`src/rtl/vram_pkg.sv`:
```
// Shared video definitions: frame-buffer geometry, pixel format and the
// arbiter FSM state encoding.
package vram_pkg;

   localparam int unsigned VID_ADDR_W = 16;
   localparam int unsigned VID_DATA_W = 12;
   localparam int unsigned FRAME_W    = 256;
   localparam int unsigned FRAME_H    = 256;

   typedef enum logic {
      IDLE  = 1'b0,
      CLEAR = 1'b1
   } arb_state_e;

endpackage

```
`src/rtl/vram_arbiter_fifo.sv`:
```
// Count-based synchronous FIFO used to buffer pixel writes while the RAM
// port is owned by the display fetch or the clear engine.
module sync_fifo #(
   parameter int unsigned DEPTH = 4,
   parameter int unsigned WIDTH = 28
) (
   input  logic             clk,
   input  logic             rst,
   input  logic             push_i,
   input  logic             pop_i,
   input  logic [WIDTH-1:0] wdata_i,
   output logic [WIDTH-1:0] rdata_o,
   output logic             full_o,
   output logic             empty_o
);

   localparam int unsigned PTR_W = $clog2(DEPTH);

   logic [PTR_W-1:0] wr_ptr_q, rd_ptr_q;
   logic [PTR_W:0]   count_q;
   logic [WIDTH-1:0] mem_q [DEPTH];
   logic             push_ok, pop_ok;

   always_comb begin
      full_o  = (count_q == (PTR_W+1)'(DEPTH));
      empty_o = (count_q == '0);
      push_ok = push_i && !full_o;
      pop_ok  = pop_i && !empty_o;
      rdata_o = mem_q[rd_ptr_q];
   end

   // Depth is a power of two, so the pointers wrap naturally.
   always_ff @(posedge clk or negedge rst) begin
      if (!rst) begin
         wr_ptr_q <= '0;
         rd_ptr_q <= '0;
         count_q  <= '0;
      end else begin
         if (push_ok) wr_ptr_q <= wr_ptr_q + 1'b1;
         if (pop_ok)  rd_ptr_q <= rd_ptr_q + 1'b1;
         case ({push_ok, pop_ok})
            2'b10:   count_q <= count_q + 1'b1;
            2'b01:   count_q <= count_q - 1'b1;
            default: count_q <= count_q;
         endcase
      end
   end

   always_ff @(posedge clk) begin
      if (push_ok) mem_q[wr_ptr_q] <= wdata_i;
   end

endmodule

```
`src/rtl/vram_arbiter.sv`:
```
// Single-port video RAM arbiter: display fetch has absolute priority, then the
// full-screen clear engine, then buffered pixel writes.
module vram_arbiter
   import vram_pkg::*;
#(
   parameter int unsigned FIFO_DEPTH = 4,
   parameter int unsigned ADDR_W     = VID_ADDR_W,
   parameter int unsigned DATA_W     = VID_DATA_W
) (
   input  logic              clk,
   input  logic              rst,
   input  logic              rd_en,
   input  logic [ADDR_W-1:0] rd_addr,
   output logic [DATA_W-1:0] rd_data,
   output logic              rd_valid,
   input  logic              wr_valid,
   input  logic [ADDR_W-1:0] wr_addr,
   input  logic [DATA_W-1:0] wr_data,
   output logic              wr_ready,
   input  logic              clr_start,
   input  logic [DATA_W-1:0] clr_color,
   output logic              clr_busy,
   output logic              clr_done,
   output logic              ram_en,
   output logic              ram_we,
   output logic [ADDR_W-1:0] ram_addr,
   output logic [DATA_W-1:0] ram_wdata,
   input  logic [DATA_W-1:0] ram_rdata
);

   arb_state_e         state_q;
   logic [ADDR_W-1:0]  cnt_q, cnt_d;
   logic [DATA_W-1:0]  color_q;
   logic               rd_valid_q, clr_done_q;

   logic               rd_go, push, pop, fifo_full, fifo_empty;
   logic [ADDR_W+DATA_W-1:0] fifo_head;

   sync_fifo #(
      .DEPTH (FIFO_DEPTH),
      .WIDTH (ADDR_W + DATA_W)
   ) u_wr_fifo (
      .clk     (clk),
      .rst     (rst),
      .push_i  (push),
      .pop_i   (pop),
      .wdata_i ({wr_addr, wr_data}),
      .rdata_o (fifo_head),
      .full_o  (fifo_full),
      .empty_o (fifo_empty)
   );

   // Reset is folded into the read request so the RAM port is quiet while held.
   always_comb begin
      rd_go     = rd_en && rst;
      wr_ready  = rst && !fifo_full;
      push      = wr_valid && wr_ready;
      pop       = 1'b0;
      cnt_d     = cnt_q + 1'b1;
      ram_en    = 1'b0;
      ram_we    = 1'b0;
      ram_addr  = '0;
      ram_wdata = '0;
      if (rd_go) begin
         ram_en   = 1'b1;
         ram_addr = rd_addr;
      end else if (state_q == CLEAR) begin
         ram_en    = 1'b1;
         ram_we    = 1'b1;
         ram_addr  = cnt_q;
         ram_wdata = color_q;
      end else if (!fifo_empty) begin
         ram_en    = 1'b1;
         ram_we    = 1'b1;
         ram_addr  = fifo_head[ADDR_W+DATA_W-1:DATA_W];
         ram_wdata = fifo_head[DATA_W-1:0];
         pop       = 1'b1;
      end
   end

   always_ff @(posedge clk or negedge rst) begin
      if (!rst) begin
         state_q    <= IDLE;
         cnt_q      <= '0;
         color_q    <= '0;
         rd_valid_q <= 1'b0;
         clr_done_q <= 1'b0;
      end else begin
         rd_valid_q <= rd_go;
         clr_done_q <= 1'b0;
         case (state_q)
            IDLE: begin
               if (clr_start) begin
                  state_q <= CLEAR;
                  cnt_q   <= '0;
                  color_q <= clr_color;
               end
            end
            CLEAR: begin
               if (!rd_go) begin
                  cnt_q <= cnt_d;
                  if (cnt_q == '1) begin
                     state_q    <= IDLE;
                     clr_done_q <= 1'b1;
                  end
               end
            end
            default: state_q <= IDLE;
         endcase
      end
   end

   assign rd_data  = ram_rdata;
   assign rd_valid = rd_valid_q;
   assign clr_busy = (state_q == CLEAR);
   assign clr_done = clr_done_q;

endmodule

```
`config.mk`:
```
export PLATFORM = sky130hd
export DESIGN_NAME = vram_arbiter
export DESIGN_NICKNAME = d
export VERILOG_FILES = /design/src/rtl/vram_pkg.sv /design/src/rtl/vram_arbiter_fifo.sv /design/src/rtl/vram_arbiter.sv
export SDC_FILE = /design/constraint.sdc
export NUM_CORES = 1
export LEC_CHECK = 0
export CORE_MARGIN = 2
export CORE_UTILIZATION = 52
export DETAILED_ROUTE_END_ITERATION = 10
export DONT_BUFFER_PORTS = 1
export PLACE_DENSITY = 0.67
export SLEW_MARGIN = 30
export SYNTH_ARGS = -nofsm -noshare
export SYNTH_HDL_FRONTEND = slang
export SYNTH_SLANG_ARGS = --single-unit
```
`constraint.sdc`:
```
create_clock -name clk -period 2.59 [get_ports clk]
set_input_delay 0.518 -clock clk [delete_from_list [all_inputs] [get_ports clk]]
set_output_delay 0.518 -clock clk [all_outputs]
set_load 0.01 [all_outputs]
```
# Yosys cells after proc, flatten, opt, wreduce, memory -nomap -nowiden
# Memories as Yosys holds them, arrays and structs flattened.
# Cells that the tools add are included.
classes:
  muxes: 25
  n_addsub: 5
  bitwise_logic: 1
  reduce_logical: 11
  n_eq_ne: 6
op_table:
  columns: ["operator", "count"]
  rows:
  - ["16-bit 2-to-1 mux", 5]
  - ["12-bit 2-to-1 mux", 3]
  - ["16-bit case mux with 2 select lines", 1]
  - ["16-bit by 1-bit adder with 16-bit output (second input constant)", 1]
  - ["16-bit == test (second input constant)", 1]
  - ["1-bit 2-to-1 mux", 14]
  - ["3-bit case mux with 2 select lines", 1]
  - ["1-bit logical AND", 5]
  - ["2-bit by 1-bit adder with 2-bit output (second input constant)", 2]
  - ["2-bit != test (second input constant)", 2]
  - ["2-bit AND reduction", 2]
  - ["3-bit by 1-bit adder with 3-bit output (second input constant)", 1]
  - ["3-bit == test (second input constant)", 1]
  - ["3-bit logical NOT", 1]
  - ["3-bit by 1-bit subtractor with 3-bit output (second input constant)", 1]
  - ["2-bit by 1-bit == test with 1-bit output (second input constant)", 1]
  - ["2-bit == test (second input constant)", 1]
  - ["1-bit logical NOT", 2]
  - ["1-bit case mux with 2 select lines", 1]
  - ["2-bit nonzero test", 1]
  - ["1-bit inverter", 1]
word_totals:
  ff_bits: 38
  wordCells: 57
  n_memories: 1
  mem_bits_rw: 112
  in_bits: 73
  out_inout_bits: 46
memory_table:
  columns: ["name", "depth", "word_bits", "read_ports", "rd_ports_with_merged_regs", "wr", "line_no", "source"]
  rows:
  - ["u_wr_fifo.mem_q", 4, 28, 1, 0, 1, "vram_arbiter_fifo.sv:21", "logic [WIDTH-1:0] mem_q [DEPTH];"]

# Logic depth before layout (Yosys ltp)
# Gate-level depths: netlist of the first run.
logic_depth:
  word_depth: 7
  mapped_depth: 10
  mapped_depth_nobuf: 10

# Hierarchy
# Synthesis of the first run repeated with hierarchy kept, for this count alone.
hier_totals:
  cells_unflattened: 417
  area_unflattened_um2: 6387.4
by_module_without_submodules:
  columns: ["mod", "cells_each", "instances", "seq_area_each_um2", "area_per_inst_um2"]
  rows:
  - ["sync_fifo", 183, 1, 3538.4, 4485.6]
  - ["vram_arbiter", 234, 1, 775.7, 1901.8]

# Worst setup path after synthesis of the first run
# OpenSTA, ideal clock, no wires.
synth_path:
  path_type: "in2reg"
  from: "input rd_en"
  to: "register u_wr_fifo.count_q[2]"
  setup_time_ns: 0.079
  required_ns: 2.511
  path_buffers: 1
  stages: 10
  arrival_ns: 2.156
  path_slack_ns: 0.355
  cell_sequence: "nand2_2 > inv_1 > nor3_2 > buf_4 > ha_1 > inv_1 > fa_1 > xor2_1 > nor2_1 > xor2_1"
synth_via:
  elab_chain_cells: 5
  elab_cells_between_ends: 7
  cone_classes: "eq/ne: 2; mux: 2; reduce/logical: 3"
synth_lines:
  columns: ["element", "line_no", "source"]
  rows:
  - ["from (decl)", "vram_arbiter.sv:12", "input logic rd_en,"]
  - ["1-bit logical AND (*)", "vram_arbiter.sv:55", "rd_go = rd_en && rst;"]
  - ["named net rd_go", "vram_arbiter.sv:36", "logic rd_go, push, pop, fifo_full, fifo_empty;"]
  - ["1-bit 2-to-1 mux (*)", "vram_arbiter.sv:64", "if (rd_go) begin"]
  - ["1-bit logical AND (*)", "vram_arbiter_fifo.sv:28", "pop_ok = pop_i && !empty_o;"]
  - ["named net u_wr_fifo.pop_ok", "vram_arbiter_fifo.sv:22", "logic push_ok, pop_ok;"]
  - ["2-bit by 1-bit == test with 1-bit output / 2-bit == test (equally long branches)", "vram_arbiter_fifo.sv:41", "case ({push_ok, pop_ok})"]
  - ["3-bit case mux with 2 select lines / 2-bit nonzero test (equally long branches)", null, null]
  - ["to (signal assigned)", "vram_arbiter_fifo.sv:42", "2'b10: count_q <= count_q + 1'b1;"]
  - ["to (signal assigned)", "vram_arbiter_fifo.sv:43", "2'b01: count_q <= count_q - 1'b1;"]
  - ["to (signal assigned)", "vram_arbiter_fifo.sv:44", "default: count_q <= count_q;"]
  - ["to (decl)", "vram_arbiter_fifo.sv:20", "logic [PTR_W:0] count_q;"]
# Mark *: on every way through the listed nets, which the timed path passes. The rest lies on a longest branch.
# A chain may end at the register's enable or synchronous reset.

# Worst setup path after layout of the first run
layout_path:
  from: "register u_wr_fifo.rd_ptr_q[0]"
  to: "output ram_addr[10]"
layout_via:
  elab_chain_cells: 4
layout_lines:
  columns: ["element", "line_no", "source"]
  rows:
  - ["from (decl)", "vram_arbiter_fifo.sv:19", "logic [PTR_W-1:0] wr_ptr_q, rd_ptr_q;"]
  - ["from (signal assigned)", "vram_arbiter_fifo.sv:40", "if (pop_ok) rd_ptr_q <= rd_ptr_q + 1'b1;"]
  - ["memory 4 x 28 bit", null, null]
  - ["16-bit 2-to-1 mux", "vram_arbiter.sv:72", "end else if (!fifo_empty) begin"]
  - ["16-bit 2-to-1 mux", "vram_arbiter.sv:67", "end else if (state_q == CLEAR) begin"]
  - ["16-bit 2-to-1 mux", "vram_arbiter.sv:64", null]
  - ["to (decl)", "vram_arbiter.sv:26", "output logic [ADDR_W-1:0] ram_addr,"]
# No other way between the ends.

==> results by group, run 1 <==
Clocking
  – CTS Buf Count: 17
  – H-tree Lvls: 4
  – Clk slew on worst S/H paths: approximately 0.060 ns
  – CTS tree: built
  – Worst skew pair latency: around 0.42 ns
  – Maximum root-to-sink buffer count: 2
  – Clock sink total: 150
  – CTS root buffer: clkbuf_16

Hold path
  – Hold Crit Class: primary input to register
  – Min-delay src: wr_data[2]
  – Hold path depth: 0
  – Worst Hold Path EP: u_wr_fifo.mem_q[2][2]$_DFFE_PP_

Detailed routing
  – DRC: 0
  – Initial detailed-routing violation count: roughly 180
  – Post-detailed-route wirelength per cell: around 22 um
  – Via Count: approximately 3.6k
  – Drt pass-1 iters: 4
  – Drt total wl: between 10,000 and 15,000 um
  – DRT antenna net count: 0
  – DR vias/cell: roughly 6

Place
  – # port buffers: 0
  – Final HPWL from detailed placement: 8260 um
  – GP Congestion: 0.853
  – Pre-CTS setup slack: around 0.41 ns
  – Placed cells: around 550

Floorplanning
  – Die X: 115 um
  – Std cell rows: 40
  – Die ar.: ~0.013 mm2
  – Die Ht: 115 um
  – Initial Util: 53.2%
  – Io pins: 119
  – Core area: 0.0120 mm2

Timing
  – Fmax: slightly above 400 MHz
  – Worst-margin pin slew: between 0.6 and 0.7 ns
  – Final Max Tran Viols: 0
  – Setup TNS: 0 ns
  – # setup viols final: 0
  – RSZ-0062 raised after global routing: false
  – Period minus WS final: 2.44 ns
  – Layout Skew: approximately 0.0083 ns
  – Tcrit/Tclk final: 94.3%
  – Setup WS post-layout: approximately 0.15 ns
  – Fin. Hold Viols: 0
  – Rel. slew slack: between 50% and 60%

Critical path
  – Worst setup SP type: register
  – Worst Setup End Kind: primary output
  – Worst reg2reg startpoint: u_wr_fifo.count_q[0]$_DFFE_PN0P_
  – CP Class: register to primary output
  – Arrival time at the worst endpoint: about 1.9 ns
  – Worst reg-to-reg setup slack: around 0.57 ns
  – Worst Reg2Reg Path Length in Cells: 10
  – Crit Path Max Fanout: 8
  – Reg2reg end: u_wr_fifo.count_q[2]$_DFFE_PN0P_
  – CP required: 2.07 ns

Yosys
  – Synth cell types: 43
  – Compound-cell area share of the yosys netlist: 7.04%
  – Async SR Flop Fraction: approximately a quarter
  – Mapped Area: ~0.0064 mm2
  – Syn Nets: 500
  – Post-synth EDFFs: 112
  – Xor-xnor portion of the synthesized cell area: 0.826%
  – Seq cells post-synth: 150
  – Top_reg_cell synth: edfxtp_1
  – Adder-cell share of the synthesized area: under 10%
  – Avg Inst Size Synth: around 15 um2
  – Post-synthesis mux area share: ~11%
  – Simple-gate area share of the yosys netlist: under 10%
  – Yosys warning count: 0
  – Synth Instances: 420
  – Sequential share of the synthesized area: ~68%
  – Main combinational cell family by area after synthesis: multiplexers

Layout
  – Fill cells: 915
  – Area delta synth->final: 12.4%
  – Non-Filler Instances: roughly 590
  – Most common cell after layout, fill and taps aside: edfxtp_1
  – Total Nets Final: 507
  – Diode count: 0
  – Most frequent cells in the layout: 112 x edfxtp_1, 55 x nand2_1, 37 x dfrtp_1, 28 x mux4_2, 23 x nor2_1
  – Layout cells sized above 1: between 20% and 30%

Outcome
  – Status: complete, no violations

Global route
  – Initial antenna violation count: 0
  – Largest net degree at the start of global routing: 39
  – Vias in the first global route: 3,580
  – GRT Total Usage: around a fifth
  – Grt total ovfl: 0
  – First-pass GRT wire length: ~20,000 um

Pwr
  – Lkg Pwr: ~2.6 nW
  – VDD IR max: 484 uV
  – Power per cell area: roughly 940 mW/mm2

Job
  – Max_cap viols: 0
[per-stage QoR]
| step | total power (W) | cell area, um2 | utilization, % | hold WS [ns] |
|---|---|---|---|---|
| 2_1_floorplan | 0.00392 | 6360 | - | 0.222 |
| 3_5_place_dp | 0.00421 | 6510 | 54.4 | 0.224 |
| 5_1_grt | 0.00698 | 7150 | 59.8 | 0.169 |
| 6_report | 0.00671 | 7150 | 59.8 | 0.186 |
| 4_1_cts | 0.00677 | 7150 | 59.8 | 0.172 |
| 3_3_place_gp | 0.00417 | 6510 | 54.4 | 0.224 |
[timing repair]
action	CTS	global route
hold buffers	2	0
endpoints found under the hold margin	38	0
gates resized for setup	0	0
setup buffers	0	0
[worst max path at each step]
stage                                                  from  depth (start not counted)                               end
after detailed placement                 clr_busy$_DFF_PN0_                          4              cnt_q[9]$_DFFE_PN0P_
after CTS                 u_wr_fifo.rd_ptr_q[0]$_DFFE_PN0P_                          4                       ram_addr[8]
final                     u_wr_fifo.rd_ptr_q[0]$_DFFE_PN0P_                          4                      ram_addr[10]
after global routing      u_wr_fifo.rd_ptr_q[0]$_DFFE_PN0P_                          4                       ram_addr[8]
after global placement                   clr_busy$_DFF_PN0_                          4              cnt_q[2]$_DFFE_PN0P_
after floorplan                                       rd_en                         10  u_wr_fifo.count_q[2]$_DFFE_PN0P_
[layer usage]
layer / vias to the layer above / wire, um / GRT usage (%)
li1: 1602 / - / -
met1: 1806 / 5280 / 27.3
met2: 137 / 6200 / 32.2
met3: 18 / 1040 / 6.99
met4: 0 / 232 / 8.62
met5: - / 0 / 0
[power by group]
group | total [W] | internal (W) | switching [W]
clock network | 0.00255 | 0.00161 | 0.000938
registers | 0.00306 | 0.00290 | 0.000159
logic | 0.00110 | 0.000525 | 0.000578
total | 0.00671 | 0.00503 | 0.00168
[area by class of cell]
cell class                 instances  area [um2]  share of cell area [%]
timing repair buffer              21         185                    2.59
multi-input combinational        229        1820                    25.5
clock buffer                      19         433                    6.05
inverter                           8        30.0                   0.420
sequential                       150        4320                    60.3
clock inverter                    13         181                    2.54
tap                              147         184                    2.57
[worst max-delay path, cell delays in order (launching register included)]
cell      delay [ns]
dfrtp_2         0.39
buf_4           0.22
mux4_2          0.53
a221oi_2        0.25
nor2_1          0.11
[cells in the mapped netlist, types with 2 or more instances]
master / instances / share of area [%]
a21oi_1: 18 / 1.4
a22o_1: 12 / 1.7
a22oi_1: 15 / 1.8
a31oi_1: 4 / 0.39
and3_1: 11 / 1.1
buf_2: 10 / 0.79
buf_4: 15 / 1.8
clkbuf_1: 6 / 0.35
dfrtp_1: 38 / 15
edfxtp_1: 112 / 53
ha_1: 6 / 1.2
inv_1: 8 / 0.47
mux2i_1: 6 / 0.94
mux4_2: 28 / 9.9
nand2_1: 55 / 3.2
nand2b_1: 2 / 0.20
nand3_1: 6 / 0.47
nand4_1: 6 / 0.59
nor2_1: 23 / 1.4
nor3_1: 3 / 0.24
o21ai_0: 9 / 0.71
o31ai_1: 2 / 0.24
xnor2_1: 3 / 0.41
xor2_1: 3 / 0.41
[logic make-up (layout without fill, tap and decap cells)]
| family | count (synthesis) | after routing |
|---|---|---|
| AND/OR/NAND/NOR | 115 | 115 |
| buffers and inverters | 41 | 61 |
| adder cells (fa/ha/maj) | 7 | 7 |
| AO/OA/AOI/OAI | 66 | 66 |
| multiplexers | 35 | 35 |
| XOR/XNOR | 6 | 6 |
| flip-flops | 150 | 150 |
[state kept, by name (all words and copies together) (netlist names)]
register            flops
u_wr_fifo.mem_q       112
cnt_q                  16
color_q                12
u_wr_fifo.count_q       3
u_wr_fifo.rd_ptr_q      2
u_wr_fifo.wr_ptr_q      2
clr_busy                1
clr_done                1
rd_valid                1
Power figures use the tool's default switching activity.
==> run 2: changes to the inputs <==
==> constraint.sdc (replaced) <==
create_clock -name clk -period 2.37 [get_ports clk]
set_input_delay 0.474 -clock clk [delete_from_list [all_inputs] [get_ports clk]]
set_output_delay 0.474 -clock clk [all_outputs]
set_load 0.01 [all_outputs]
==> run 2 against run 1 <==
Effect of this change: the run now ends with negative setup slack left; flip-flop and latch count is the same; critical path depth up 1; first-iteration DRC count up 33%; design area rose by 4.2%; critical path type unchanged; largest cell class unchanged.
==> results by group, run 2 (synthesis results as in run 1) <==
Floorplanning
  – Die X: between 100 and 150 um
  – Core area: between 0.01 and 0.015 mm2
  – Die ar.: 0.0131 mm2
  – Std cell rows: 40
  – Io pins: about 120
  – Initial Util: 53.2%
  – Die Ht: roughly 110 um

Layout
  – Regs by FF count: u_wr_fifo.mem_q x112, cnt_q x16, color_q x12
  – Diode count: 0
  – Top reg by flops: u_wr_fifo.mem_q
  – Area delta synth->final: 17.2%
  – FF/Latch Area: between 0.004 and 0.005 mm2
  – Final instance area: approximately 0.0075 mm2
  – Most common cell after layout, fill and taps aside: edfxtp_1
  – Most frequent cells in the layout: 112 x edfxtp_1, 55 x nand2_1, 37 x dfrtp_1, 32 x buf_4, 28 x mux4_2
  – Total Nets Final: around 530
  – Layout cells sized above 1: 27.8%
  – Final Util: slightly above 60%
  – Max reg flops: between 100 and 150
  – Multi-input combinational cell area: approximately 0.0019 mm2
  – Fill cells: ~900

Critical path
  – Worst Reg2Reg Path Length in Cells: 10
  – Arrival time at the worst endpoint: 1.96 ns
  – Reg2reg end: u_wr_fifo.count_q[2]$_DFFE_PN0P_
  – Worst Setup End Kind: primary output
  – CP required: around 1.9 ns
  – Worst reg-to-reg setup slack: 0.35 ns
  – CP Class: register to primary output
  – Crit Path Max Fanout: 7
  – Worst setup SP type: register
  – Worst reg2reg startpoint: u_wr_fifo.count_q[0]$_DFFE_PN0P_

Timing
  – Fin. Hold Viols: 0
  – Setup TNS: -0.365 ns
  – Final Max Tran Viols: 0
  – Worst-margin pin slew: 0.671 ns
  – Tcrit/Tclk final: 102%
  – RSZ-0062 raised after global routing: true
  – Final hold slack: 0.149 ns
  – Period minus WS final: ~2.4 ns
  – Fmax: 412 MHz
  – Layout Skew: approximately 0.0089 ns
  – # setup viols final: 19
  – Setup WS post-layout: -0.0590 ns
  – Rel. slew slack: 55.3%

Clocking
  – Clock sink total: 150
  – CTS Buf Count: 17
  – CTS tree: built
  – H-tree Lvls: 4
  – CTS root buffer: clkbuf_16
  – Maximum root-to-sink buffer count: 2
  – Clk slew on worst S/H paths: 0.06 ns
  – Worst skew pair latency: 0.42 ns

Hold path
  – Hold Crit Class: primary input to register
  – Hold path depth: 0
  – Worst Hold Path EP: u_wr_fifo.mem_q[0][1]$_DFFE_PP_
  – Min-delay src: wr_data[1]

Global route
  – GRT Total Usage: ~22%
  – Initial antenna violation count: 0
  – Largest net degree at the start of global routing: 39
  – Vias in the first global route: approximately 3.7k
  – Grt total ovfl: 0
  – First-pass GRT wire length: around 21,000 um

Pwr
  – VDD IR max: roughly 500 uV
  – Lkg Pwr: between 2 and 3 nW
  – Power per cell area: ~1000 mW/mm2

Detailed routing
  – DR vias/cell: between 6 and 7
  – DRC: 0
  – Initial detailed-routing violation count: roughly 240
  – Via Count: approximately 3.7k
  – Drt total wl: about 13,000 um
  – Drt pass-1 iters: 4
  – Post-detailed-route wirelength per cell: around 22 um
  – DRT antenna net count: 0

Place
  – GP Congestion: about 0.9
  – Final HPWL from detailed placement: between 8000 and 9000 um
  – Area after DPL: approximately 0.0066 mm2
  – # port buffers: 0

Outcome
  – Failing checks: negative setup slack
  – Status: finished, violations left

Job
  – Max_cap viols: 0
-- run 2: cell types whose count changed in the layout (fill, tap and decap cells not counted), moves of 2 or more --
cell,delta
a21oi_1,-5
a21oi_2,+5
a22oi_1,-15
a22oi_2,+15
buf_16,+2
buf_4,+14
buf_6,+2
bufinv_16,-2
clkbuf_8,+3
-- run 2: power breakdown --
group          switching (W)  internal (W)
Combinational       0.000709      0.000752
Sequential          0.000199       0.00317
Clock               0.000980       0.00162
-- run 2: metal layers --
metal,track usage [%],vias up,part of all wire [%]
met4,9.35,0,1.6
li1,-,1647,-
met5,0,-,0
met1,28.0,1893,41
met3,6.67,16,7.2
met2,35.1,124,50
-- run 2: cell type report --
| type | count | share of cell area, % |
|---|---|---|
| flip-flops and latches | 150 | 57.9 |
| multi-input cells | 229 | 26.0 |
| clock buffers | 23 | 6.41 |
| repair buffers | 41 | 5.54 |
| well taps | 147 | 2.47 |
| clock inverters | 9 | 1.34 |
| inverters | 8 | 0.403 |
-- run 2: timing repair --
item	CTS	global route
gates resized for setup	16	14
endpoints found under the setup margin	25	28
pin swaps	23	9
buffers inserted	2	1
hold endpoints to repair	38	0
hold buffers	2	0
gates cloned	3	0
-- run 2: through the flow --
step                total power (W)  setup slack [ns]  std cells
floorplan                   0.00428             0.179        420
global placement            0.00458             0.247        567
detailed placement          0.00463             0.218        567
CTS                         0.00747           -0.0939        606
global route                0.00773            -0.118        607
finish                      0.00743           -0.0590        607
-- run 2: worst max path at each step --
stage	from	to	depth (start not counted)
detailed placement	u_wr_fifo.rd_ptr_q[0]$_DFFE_PN0P_	ram_addr[14]	5
CTS	u_wr_fifo.rd_ptr_q[0]$_DFFE_PN0P_	ram_addr[14]	5
floorplan	rd_en	u_wr_fifo.count_q[2]$_DFFE_PN0P_	10
global placement	u_wr_fifo.rd_ptr_q[0]$_DFFE_PN0P_	ram_addr[8]	5
global route	u_wr_fifo.rd_ptr_q[0]$_DFFE_PN0P_	ram_addr[12]	5
finish	u_wr_fifo.rd_ptr_q[0]$_DFFE_PN0P_	ram_addr[12]	5
-- run 2: worst max-delay path, stage by stage, from the launching register on --
cell       delay (ns)
dfrtp_2          0.43
clkbuf_16        0.20
mux4_2           0.52
a22oi_2          0.16
a21oi_1          0.08
buf_4            0.16
==> run 3: changes to the inputs <==
--- a/config.mk
+++ b/config.mk
@@ -7,9 +7,11 @@
 export LEC_CHECK = 0
 export CORE_MARGIN = 2
 export CORE_UTILIZATION = 52
+export CTS_CLUSTER_DIAMETER = 40
 export DETAILED_ROUTE_END_ITERATION = 10
 export DONT_BUFFER_PORTS = 1
 export PLACE_DENSITY = 0.67
+export REMOVE_ABC_BUFFERS = 1
 export SLEW_MARGIN = 30
 export SYNTH_ARGS = -nofsm -noshare
 export SYNTH_HDL_FRONTEND = slang
==> run 3 against run 2 <==
Effect of this change: the flow still finishes with violations (negative setup slack); power increased by 5.2%; first-iteration DRC count decreased by 11%; clock power grew 17%; clock-buffer cell count is 6 lower; sequential power about the same; utilization grew 0.78 points; sequential share of layout area down 0.72 points; cell count rose by 0.16%; non-clock buffer count grew 1; critical path type unchanged.
==> results by group, run 3 (synthesis results as in run 1) <==
Critical path
  – CP Cell Sequence: buf_12 > mux4_2 > a22oi_2 > a21oi_1 > buf_4
  – Crit Path Max Fanout: 12
  – Worst setup SP type: register
  – Worst Setup End Kind: primary output
  – CP Class: register to primary output
  – Arrival time at the worst endpoint: roughly 2 ns
  – Crit-path slowest cell: mux4_2
  – CP required: approximately 1.9 ns
  – CP max stage delay: about 0.52 ns

Timing
  – Rel. slew slack: 63.0%
  – Final Max Tran Viols: 0
  – Fmax: slightly above 400 MHz
  – RSZ-0062 raised after global routing: true
  – Setup WS post-layout: -0.0662 ns
  – # setup viols final: 16
  – Tcrit/Tclk final: 103%
  – Period minus WS final: 2.44 ns
  – Worst-margin pin slew: roughly 0.55 ns
  – Fin. Hold Viols: 0
  – Layout Skew: between 0.006 and 0.007 ns

Layout
  – Top reg by flops: u_wr_fifo.mem_q
  – Fill cells: 850
  – Most common cell after layout, fill and taps aside: edfxtp_1
  – FF/Latch Area: roughly 0.0043 mm2
  – Most frequent cells in the layout: 112 x edfxtp_1, 55 x nand2_1, 37 x dfrtp_1, 31 x buf_4, 28 x mux4_2
  – Final instance area: approximately 0.0075 mm2
  – Diode count: 0
  – Regs by FF count: u_wr_fifo.mem_q x112, cnt_q x16, color_q x12
  – Area delta synth->final: 18.6%
  – Non-Filler Instances: 608
  – Total Nets Final: ~530
  – Layout cells sized above 1: roughly 28%
  – Max reg flops: 112
  – Multi-input combinational cell area: about 0.0019 mm2

Detailed routing
  – DRC: 0
  – Drt pass-1 iters: 4
  – Drt total wl: roughly 13,000 um
  – Via Count: approximately 3.6k
  – DR vias/cell: 5.98
  – Post-detailed-route wirelength per cell: between 20 and 25 um
  – DRT antenna net count: 0
  – Initial detailed-routing violation count: 218

Job
  – Max_cap viols: 0

Clocking
  – Clk slew on worst S/H paths: around 0.060 ns
  – Worst skew pair latency: roughly 0.42 ns
  – CTS tree: built
  – CTS Buf Count: 17
  – H-tree Lvls: 4
  – CTS root buffer: clkbuf_16
  – Clock sink total: 150
  – Maximum root-to-sink buffer count: 2

Floorplanning
  – Initial Util: 53.2%
  – Die Ht: roughly 110 um
  – Die ar.: 0.0131 mm2
  – Core area: 0.0120 mm2
  – Std cell rows: 40
  – Io pins: between 100 and 150
  – Die X: around 110 um

Place
  – # port buffers: 0
  – Placed cells: 566
  – GP Congestion: slightly above 0.8
  – Final HPWL from detailed placement: roughly 8000 um
  – Area after DPL: 0.00667 mm2

Global route
  – Grt total ovfl: 0
  – GRT Total Usage: 22.0%
  – Largest net degree at the start of global routing: 39
  – First-pass GRT wire length: between 20,000 and 25,000 um
  – Initial antenna violation count: 0
  – Vias in the first global route: approximately 3.8k

Pwr
  – Power per cell area: slightly above 1000 mW/mm2
  – VDD IR max: approximately 530 uV
  – Lkg Pwr: 2.82 nW

Outcome
  – Failing checks: negative setup slack
  – Status: finished, violations left

Hold path
  – Hold Crit Class: primary input to register
## run 3: where the power goes
group,internal [W],switching (W)
Sequential,0.00316,0.000184
Clock,0.00198,0.00106
Combinational,0.000721,0.000707
Total,0.00587,0.00195
## run 3: area by class of cell
class	count	share of cell area (%)
Sequential cell	150	57.2
Multi-Input combinational cell	229	25.4
Timing Repair Buffer	42	5.68
Clock buffer	17	5.63
Clock inverter	15	3.31
Tap cell	147	2.44
Inverter	8	0.398
## run 3: routing by layer
layer | global-route usage (%) | part of all wire, % | up-vias
met5 | 0 | 0 | -
met4 | 8.86 | 1.2 | 0
met3 | 7.73 | 7.8 | 11
met2 | 34.3 | 50 | 127
met1 | 28.6 | 41 | 1846
li1 | - | - | 1652
## run 3: worst paths after layout
check,startpoint,endpoint,slack (ns),depth (start not counted)
worst max-delay path,u_wr_fifo.rd_ptr_q[0]$_DFFE_PN0P_,ram_addr[1],-0.07,5
worst min-delay path,wr_data[2],u_wr_fifo.mem_q[0][2]$_DFFE_PP_,0.15,0
worst max register to register,u_wr_fifo.count_q[0]$_DFFE_PN0P_,u_wr_fifo.count_q[2]$_DFFE_PN0P_,0.26,10
worst min register to register,color_q[4]$_DFFE_PN0P_,color_q[4]$_DFFE_PN0P_,0.49,2
max in group asynchronous,rst,u_wr_fifo.rd_ptr_q[0]$_DFFE_PN0P_,1.60,2
min in group asynchronous,rst,clr_done$_DFF_PN0_,0.54,2
## run 3: per-stage QoR
stage                     worst slack [ns]  TNS, ns  utilization (%)  hold slack (ns)  power [W]
after floorplan                     -0.363    -8.06                -            0.178    0.00422
after global placement               0.260        0             55.7            0.180    0.00466
after detailed placement             0.257        0             55.7            0.181    0.00471
after CTS                          -0.0861    -1.22             62.5            0.133    0.00784
after global routing                -0.154    -2.46             63.1            0.121    0.00817
final                              -0.0662   -0.443             63.1            0.147    0.00782
## run 3: repair_timing
action                                  in CTS  in global routing
pin swaps                                    0                  1
hold buffers                                 2                  0
gates resized for setup                     15                  6
endpoints found under the hold margin       38                  0
setup buffers                                4                  4
endpoints found under the setup margin      16                 27
## run 3: worst max-delay path, delay by kind of cell, from the launching register on
family | cells | cell delay [ns]
AO/OA/AOI/OAI | 2 | 0.29
buffers and inverters | 2 | 0.32
multiplexers | 1 | 0.52
flip-flops | 1 | 0.41
